--- src/rtl/sram_arbiter.sv ---
// -----------------------------------------------------------------------------
// sram_arbiter
//
// Two-port round-robin arbiter in front of a single-ported SRAM controller.
// Port 0 is the data-memory stage and port 1 is a secondary master, such as
// instruction fetch or a debug loader. When a port wins arbitration, its
// operation is latched into op registers. Those registers drive the controller
// until it signals mem_ready. The completion and the read data are returned
// only to the owning port, and the other port is stalled meanwhile.
//
// Ports
//   clk, rst                 system clock, asynchronous active-high reset
//   reqN_r_en, reqN_w_en     level read/write request (both set = write)
//   reqN_addr, reqN_wdata    request address / write data
//   reqN_rdata               read data (mem_rdata pass-through)
//   reqN_ready               completion strobe; 1 whenever port N is idle
//   mem_r_en, mem_w_en       registered controller enables
//   mem_addr, mem_wdata      registered controller address / write data
//   mem_rdata, mem_ready     controller read data / completion
//   busy                     1 while a transaction is owned
// -----------------------------------------------------------------------------
module sram_arbiter #(
  parameter int ADDR_W = 32,
  parameter int DATA_W = 32
) (
  input  logic              clk,
  input  logic              rst,

  input  logic              req0_r_en,
  input  logic              req0_w_en,
  input  logic [ADDR_W-1:0] req0_addr,
  input  logic [DATA_W-1:0] req0_wdata,
  output logic [DATA_W-1:0] req0_rdata,
  output logic              req0_ready,

  input  logic              req1_r_en,
  input  logic              req1_w_en,
  input  logic [ADDR_W-1:0] req1_addr,
  input  logic [DATA_W-1:0] req1_wdata,
  output logic [DATA_W-1:0] req1_rdata,
  output logic              req1_ready,

  output logic              mem_r_en,
  output logic              mem_w_en,
  output logic [ADDR_W-1:0] mem_addr,
  output logic [DATA_W-1:0] mem_wdata,
  input  logic [DATA_W-1:0] mem_rdata,
  input  logic              mem_ready,

  output logic              busy
);

  typedef enum logic [1:0] {
    IDLE   = 2'd0,
    GRANT0 = 2'd1,
    GRANT1 = 2'd2
  } state_t;

  state_t            state, state_nxt;
  logic              last_grant, last_grant_nxt;
  logic              mem_r_en_nxt, mem_w_en_nxt;
  logic [ADDR_W-1:0] mem_addr_nxt;
  logic [DATA_W-1:0] mem_wdata_nxt;

  logic req0_active, req1_active;
  logic grant0, grant1;

  assign req0_active = req0_r_en | req0_w_en;
  assign req1_active = req1_r_en | req1_w_en;

  // Round-robin choice in IDLE. On a tie, the port not served last wins.
  // last_grant resets to 1, so port 0 wins the first tie.
  assign grant0 = req0_active && (!req1_active || last_grant);
  assign grant1 = req1_active && !grant0;

  // NOTE: every variable gets a default before the case statement. A path that
  // leaves one unassigned would infer a latch.
  always_comb begin
    state_nxt      = state;
    last_grant_nxt = last_grant;
    mem_r_en_nxt   = mem_r_en;
    mem_w_en_nxt   = mem_w_en;
    mem_addr_nxt   = mem_addr;
    mem_wdata_nxt  = mem_wdata;

    unique case (state)
      IDLE: begin
        if (grant0) begin
          state_nxt     = GRANT0;
          mem_w_en_nxt  = req0_w_en;
          mem_r_en_nxt  = ~req0_w_en;
          mem_addr_nxt  = req0_addr;
          mem_wdata_nxt = req0_wdata;
        end else if (grant1) begin
          state_nxt     = GRANT1;
          mem_w_en_nxt  = req1_w_en;
          mem_r_en_nxt  = ~req1_w_en;
          mem_addr_nxt  = req1_addr;
          mem_wdata_nxt = req1_wdata;
        end
      end
      GRANT0, GRANT1: begin
        // The enable is held until the controller finishes, even if the
        // requester has withdrawn, so the controller's cycle count always
        // runs to completion.
        if (mem_ready) begin
          state_nxt      = IDLE;
          last_grant_nxt = (state == GRANT1);
          mem_r_en_nxt   = 1'b0;
          mem_w_en_nxt   = 1'b0;
        end
      end
      default: state_nxt = IDLE;
    endcase
  end

  // NOTE: sequential state uses non-blocking assignments. All registers then
  // update together at the edge, whatever order the statements are in.
  always_ff @(posedge clk or posedge rst) begin
    if (rst) begin
      state      <= IDLE;
      last_grant <= 1'b1;
      mem_r_en   <= 1'b0;
      mem_w_en   <= 1'b0;
      mem_addr   <= '0;
      mem_wdata  <= '0;
    end else begin
      state      <= state_nxt;
      last_grant <= last_grant_nxt;
      mem_r_en   <= mem_r_en_nxt;
      mem_w_en   <= mem_w_en_nxt;
      mem_addr   <= mem_addr_nxt;
      mem_wdata  <= mem_wdata_nxt;
    end
  end

  assign busy = (state != IDLE);

  // A port that is not requesting sees ready=1. An active port sees ready=1
  // only on its own completion cycle. The completion of a withdrawn request
  // therefore never reaches that port.
  assign req0_ready = !req0_active || (state == GRANT0 && mem_ready);
  assign req1_ready = !req1_active || (state == GRANT1 && mem_ready);

  assign req0_rdata = mem_rdata;
  assign req1_rdata = mem_rdata;

endmodule

--- config.mk ---
export PLATFORM = sky130hd
export DESIGN_NAME = sram_arbiter
export DESIGN_NICKNAME = d
export VERILOG_FILES = /design/src/rtl/sram_arbiter.sv
export SDC_FILE = /design/constraint.sdc
export NUM_CORES = 1
export LEC_CHECK = 0
export CAP_MARGIN = 5
export CORE_AREA = 2 2 116 118
export CTS_CLUSTER_SIZE = 28
export DETAILED_ROUTE_END_ITERATION = 12
export DIE_AREA = 0 0 118 120
export GPL_TIMING_DRIVEN = 0
export PLACE_DENSITY = 0.76
export SETUP_SLACK_MARGIN = 0.15
export SLEW_MARGIN = 20
export SYNTH_ARGS = -nofsm -noshare
export SYNTH_HDL_FRONTEND = slang
export SYNTH_SLANG_ARGS = --single-unit
--- constraint.sdc ---
create_clock -name clk -period 2.2 [get_ports clk]
set_input_delay 0.22 -clock clk [delete_from_list [all_inputs] [get_ports clk]]
set_output_delay 0.22 -clock clk [all_outputs]
set_load 0.01 [all_outputs]
## Yosys cells after proc, flatten, opt, wreduce, memory -nomap -nowiden

Cells that the tools add are included.

| cells by class | value |
|---|---|
| shift operators | 0 |
| reductions and logical operators | 19 |
| multipliers | 0 |
| div/mod/pow operators | 0 |
| order comparisons | 0 |
| equal/unequal tests | 4 |
| muxes and demuxes | 15 |
| add/subtract/negate cells | 0 |
| bitwise operators | 4 |

Operators with widths:

| kind | count |
|---|---|
| $mux 32 | 4 |
| $mux 2 | 3 |
| $reduce_and 2->1 | 3 |
| $reduce_bool 2->1 | 3 |
| $mux 1 | 5 |
| $logic_and 1x1->1 | 4 |
| $pmux 1 s2 | 2 |
| $pmux 2 s2 | 1 |
| $logic_not 1->1 | 3 |
| $logic_or 1x1->1 | 3 |
| $ne 3x3->1 const B | 1 |
| $reduce_and 3->1 | 1 |
| $eq 2x1->1 const B | 1 |
| $eq 2x2->1 const B | 1 |
| $logic_not 2->1 | 1 |
| $ne 2x2->1 const B | 1 |
| $not 1->1 | 2 |
| $or 1x1->1 | 2 |
| $reduce_or 2->1 | 1 |

| storage, ports and cells | value |
|---|---|
| input bits | 167 |
| memories | 0 |
| memory bits (writable) | 0 |
| register bits | 69 |
| latch bits | 0 |
| memory bits (read-only) | 0 |

## Logic depth before layout (Yosys ltp)

| logic depth | value |
|---|---|
| word-level depth | 9 |
| gate-level depth with buffers | 8 |
| gate-level depth less buffers | 6 |

## Worst setup path before layout

OpenSTA, ideal clock, no wires.

| path | value |
|---|---|
| kind | register to register |
| from | reg state[0] |
| to | reg mem_addr[0] |
| clock period less this slack | 1478 ps |
| buffers on the path | 2 |
| arrival | 1396 ps |
| path slack | 722 ps |
| required time | 2118 ps |
| stages on the path, launching flop included | 9 |
| cells stage by stage | dfrtp_1 -> inv_1 -> ha_1 -> inv_1 -> nor2_2 -> buf_2 -> buf_2 -> nor2_1 -> a31oi_1 |

| on the way | value |
|---|---|
| cells in the longest elaborated chain, start to end | 2 |

Ends and longest elaborated chain:

| what | RTL line | text |
|---|---|---|
| start: declaration | 59 | `state_t state, state_nxt;` |
| start signal: assignment | 128 | `state <= state_nxt;` |
| $logic_not 2->1 | 86 | `unique case (state)` |
| $reduce_and 2->1 (no source line) | - |  |
| end signal: assignment | 132 | `mem_addr <= mem_addr_nxt;` |
| end: declaration | 45 | `output logic [ADDR_W-1:0] mem_addr,` |

No other way between the ends.
A chain may end at the register's enable or synchronous reset.

## Final worst setup path

| path | value |
|---|---|
| from | reg state[0] |
| to | out busy |

| on the way | value |
|---|---|
| cells in the longest elaborated chain, start to end | 1 |

Ends and longest elaborated chain:

| what | RTL line | text |
|---|---|---|
| $reduce_bool 2->1 | 137 | `assign busy = (state != IDLE);` |
| end: declaration | 50 | `output logic busy` |

No other way between the ends.

==> summary.md <==
| Metric | Value |
|---|---|
| Status | complete, no violations |
| Vias | around 4000 |
| Final-report setup violation count | 0 |
| Starting density of the core | 0.2871 |
| CP Capture Type | primary output |
| Total gr overflow | 0 |
| Global placement routability congestion | 0.7873 |
| CP max FO | 4 |
| Antenna Violating Nets Remaining | 0 |
| Area Growth Syn to Fin | 86.74% |
| Sequential-to-total area share from yosys stat | 0.4637 |
| Number of cell rows | between 40 and 50 |
| Worst path max stage delay | ~0.58 ns |
| Leak Pwr | ~3.0 nW |
| Fmax | just over 0.5 GHz |
| Slew Limit Fails | 0 |
| Core area | 12980 µm² |
| Post-Syn Area | 3726 µm² |
| Routed WL | around 14000 µm |
| Worst slew pin tran | about 0.47 ns |
| Setup bufs post-CTS | 0 |
| Slew Limit Headroom | 0.6887 |
| Filler Cells Inserted | roughly 1200 |
| Syn Area/Cell | a little over 8 µm² |
| Footprint of the multi-input gates | ~1300 µm² |
| Synth warn | 0 |
| DP HPWL | ~11000 µm |
| Initial antenna violation count | 0 |
| Nets | around 900 |
| Crit Path Class | register to primary output |
| Post-layout util | 0.5361 |
| Die area | about 14000 µm² |
| Clock sinks | between 60 and 70 |
| Via density | between 4 and 5 |
| Hold-fix buffers, CTS | 0 |
| Number of global-route vias before repair | about 4200 |
| First-pass GRT wire length | ~21000 µm |
| Syn Nets | about 620 |
| Asr flop ratio synth | 1.000 |
| Die Wd | between 100 and 150 µm |
| Clock transition at path regs | about 0.06 ns |
| Reg2reg setup slack | between 0.3 and 0.4 ns |
| Worst VDD drop | 0.4244 mV |
| Iteration-0 DRC Markers | 150 |
| Number of port buffers | 267 |
| Largest net degree at the start of global routing | 40 |
| Register area | between 1500 and 2000 µm² |
| Clk Latency, worst-skew pair | between 0.3 and 0.4 ns |
| Final Cycle Share | 0.8805 |
| R2R Path End | mem_wdata[7] |
| Worst EP required | a little under 2 ns |
| Slowest library cell on the worst path | clkdlybuf4s50_1 |
| WP data arrival | about 1.7 ns |
| Average wire per standard cell | about 15 µm |
| Total GRT Usage | 0.1917 |
| Critical R2R Launch | state[1] |
| Final Total Pwr | 8.223 mW |
| P per Cell Area | 1182 nW/µm² |
| Crit path cell chain | inv_1 -> ha_1 -> inv_1 -> clkdlybuf4s50_1 |
| Finished Cell Area | 6958 µm² |
| Crit start category | register |
| FF+latch count, synth | roughly 70 |
| Final worst path period need | approximately 1.9 ns |
| Hold/Removal Path Class | input pin to asynchronous set/reset pin |
| Reg2Reg Depth | 8 |
| RSZ-0062 raised after global routing | false |
| Die Y | 120 µm |
| Post-place instance area | approximately 6600 µm² |
| Clk_skew | 0.008785 ns |
| Distinct cells, synth | 25 |
| CP dominant cell by count | inv_1 |
| Max_cap viols | 0 |
| Remaining DRCs | 0 |
| Antenna diodes | 0 |
| Fin. Hold Viols | 0 |
| IO Count | 300 |
| Num CTS Buffers | 9 |
| H-Tree Depth | 3 |
| EDFF count, synth | 0 |
| CTS tree | built |
| Drt first pass iters | 4 |
| Cells after synthesis | 453 |
| Clk root buf | clkbuf_16 |
| Layout cells sized above 1 | 0.1520 |
| # resized after CTS | 0 |
| Longest Clk Path Bufs | 2 |
| Top_reg_cell synth | dfrtp_1 |
-- placed cells by master (no fill, tap or decap), drive strengths merged --
cell	n
o41ai	1
clkdlybuf4s50	267
a21boi	1
o21bai	1
nor2	68
clkbuf	13
nand2b	2
a21o	1
bufinv	2
or2	1
o2bb2ai	2
nand2	133
dfstp	1
clkinv	4
a21oi	1
buf	90
a221o	1
nor2b	1
nor4	1
a31oi	66
o21ai	2
ha	3
dfrtp	68
inv	6
mux2	1
-- logic make-up (layout without fill, tap and decap cells) --
family          count (synthesis)  count (layout)  share of synthesized area
compound gates                 76              76                     0.1306
flops                          69              69                     0.4637
fa+ha+maj                       3               3                    0.01007
simple gates                  206             206                     0.2163
mux                             1               1                   0.003022
buf+inv                        98             382                     0.1763
-- worst max path at each step --
stage                          from             to  slack [ns]  cells after the start
after floorplan                 rst    mem_addr[0]        0.24                      1
after global placement          rst    mem_addr[8]       -1.16                      2
after detailed placement  req1_r_en  mem_wdata[24]        0.22                      7
after CTS                  state[0]           busy        0.25                      4
after global routing       state[1]   mem_wdata[7]        0.17                      8
final                      state[0]           busy        0.26                      4
-- critical path: cells and delay by family (launching register included) --
family / cells / cell delay, ns
buffers and inverters: 3 / 0.80
DFF: 1 / 0.37
adders and majority gates: 1 / 0.23
-- Yosys cell counts, types with 2 or more instances --
master / n / area, µm²
ha_1: 3 / 37.54
a31oi_1: 66 / 412.9
o2bb2ai_1: 2 / 17.52
nand2_1: 133 / 499.2
inv_1: 6 / 22.52
dfrtp_1: 68 / 1702
o21ai_0: 2 / 10.01
buf_2: 21 / 105.1
buf_6: 2 / 22.52
nand2b_1: 2 / 12.51
clkbuf_1: 3 / 11.26
buf_4: 66 / 495.5
nor2_1: 67 / 251.5
-- state kept, by name (all words and copies together) (netlist names) --
register / count
last_grant: 1
mem_addr: 32
mem_r_en: 1
mem_w_en: 1
mem_wdata: 32
state: 2
-- metrics by stage --
| stage | hold WS [ns] | setup WS [ns] | setup TNS (ns) | std cells |
|---|---|---|---|---|
| 2_1_floorplan | 0.3586 | 0.2418 | 0 | 453 |
| 3_5_place_dp | 0.5159 | 0.2173 | 0 | 897 |
| 5_1_grt | 0.2909 | 0.1690 | 0 | 913 |
| 6_report | 0.2589 | 0.2630 | 0 | 913 |
| 3_3_place_gp | 0.5113 | -1.160 | -79.05 | 896 |
| 4_1_cts | 0.2745 | 0.2544 | 0 | 913 |
-- layout make-up --
class / count / area share
Clock inverter: 6 / 0.01259
Multi-Input combinational cell: 286 / 0.1928
Sequential cell: 69 / 0.2483
Buffer: 92 / 0.09117
Timing Repair Buffer: 268 / 0.3870
Tap cell: 176 / 0.03165
Clock buffer: 10 / 0.03291
Inverter: 6 / 0.003596
-- layer usage --
| metal | routed length, µm | vias up | part of all wire | GRT usage |
|---|---|---|---|---|
| met3 | 1028 | 24 | 0.076 | 0.04848 |
| met1 | 5216 | 1832 | 0.38 | 0.2131 |
| met4 | 329 | 0 | 0.024 | 0.06928 |
| li1 | - | 1987 | - | - |
| met2 | 7018 | 193 | 0.52 | 0.3532 |
| met5 | 0 | - | 0 | 0 |
-- power by group --
group	total (mW)	leakage [nW]	switching, mW	internal (mW)
Clock	1.56	0.156	0.570	0.994
Sequential	2.29	0.787	0.343	1.94
Combinational	4.37	2.07	2.14	2.23
Total	8.22	3.01	3.06	5.17
(Power assumes the default switching activity.)
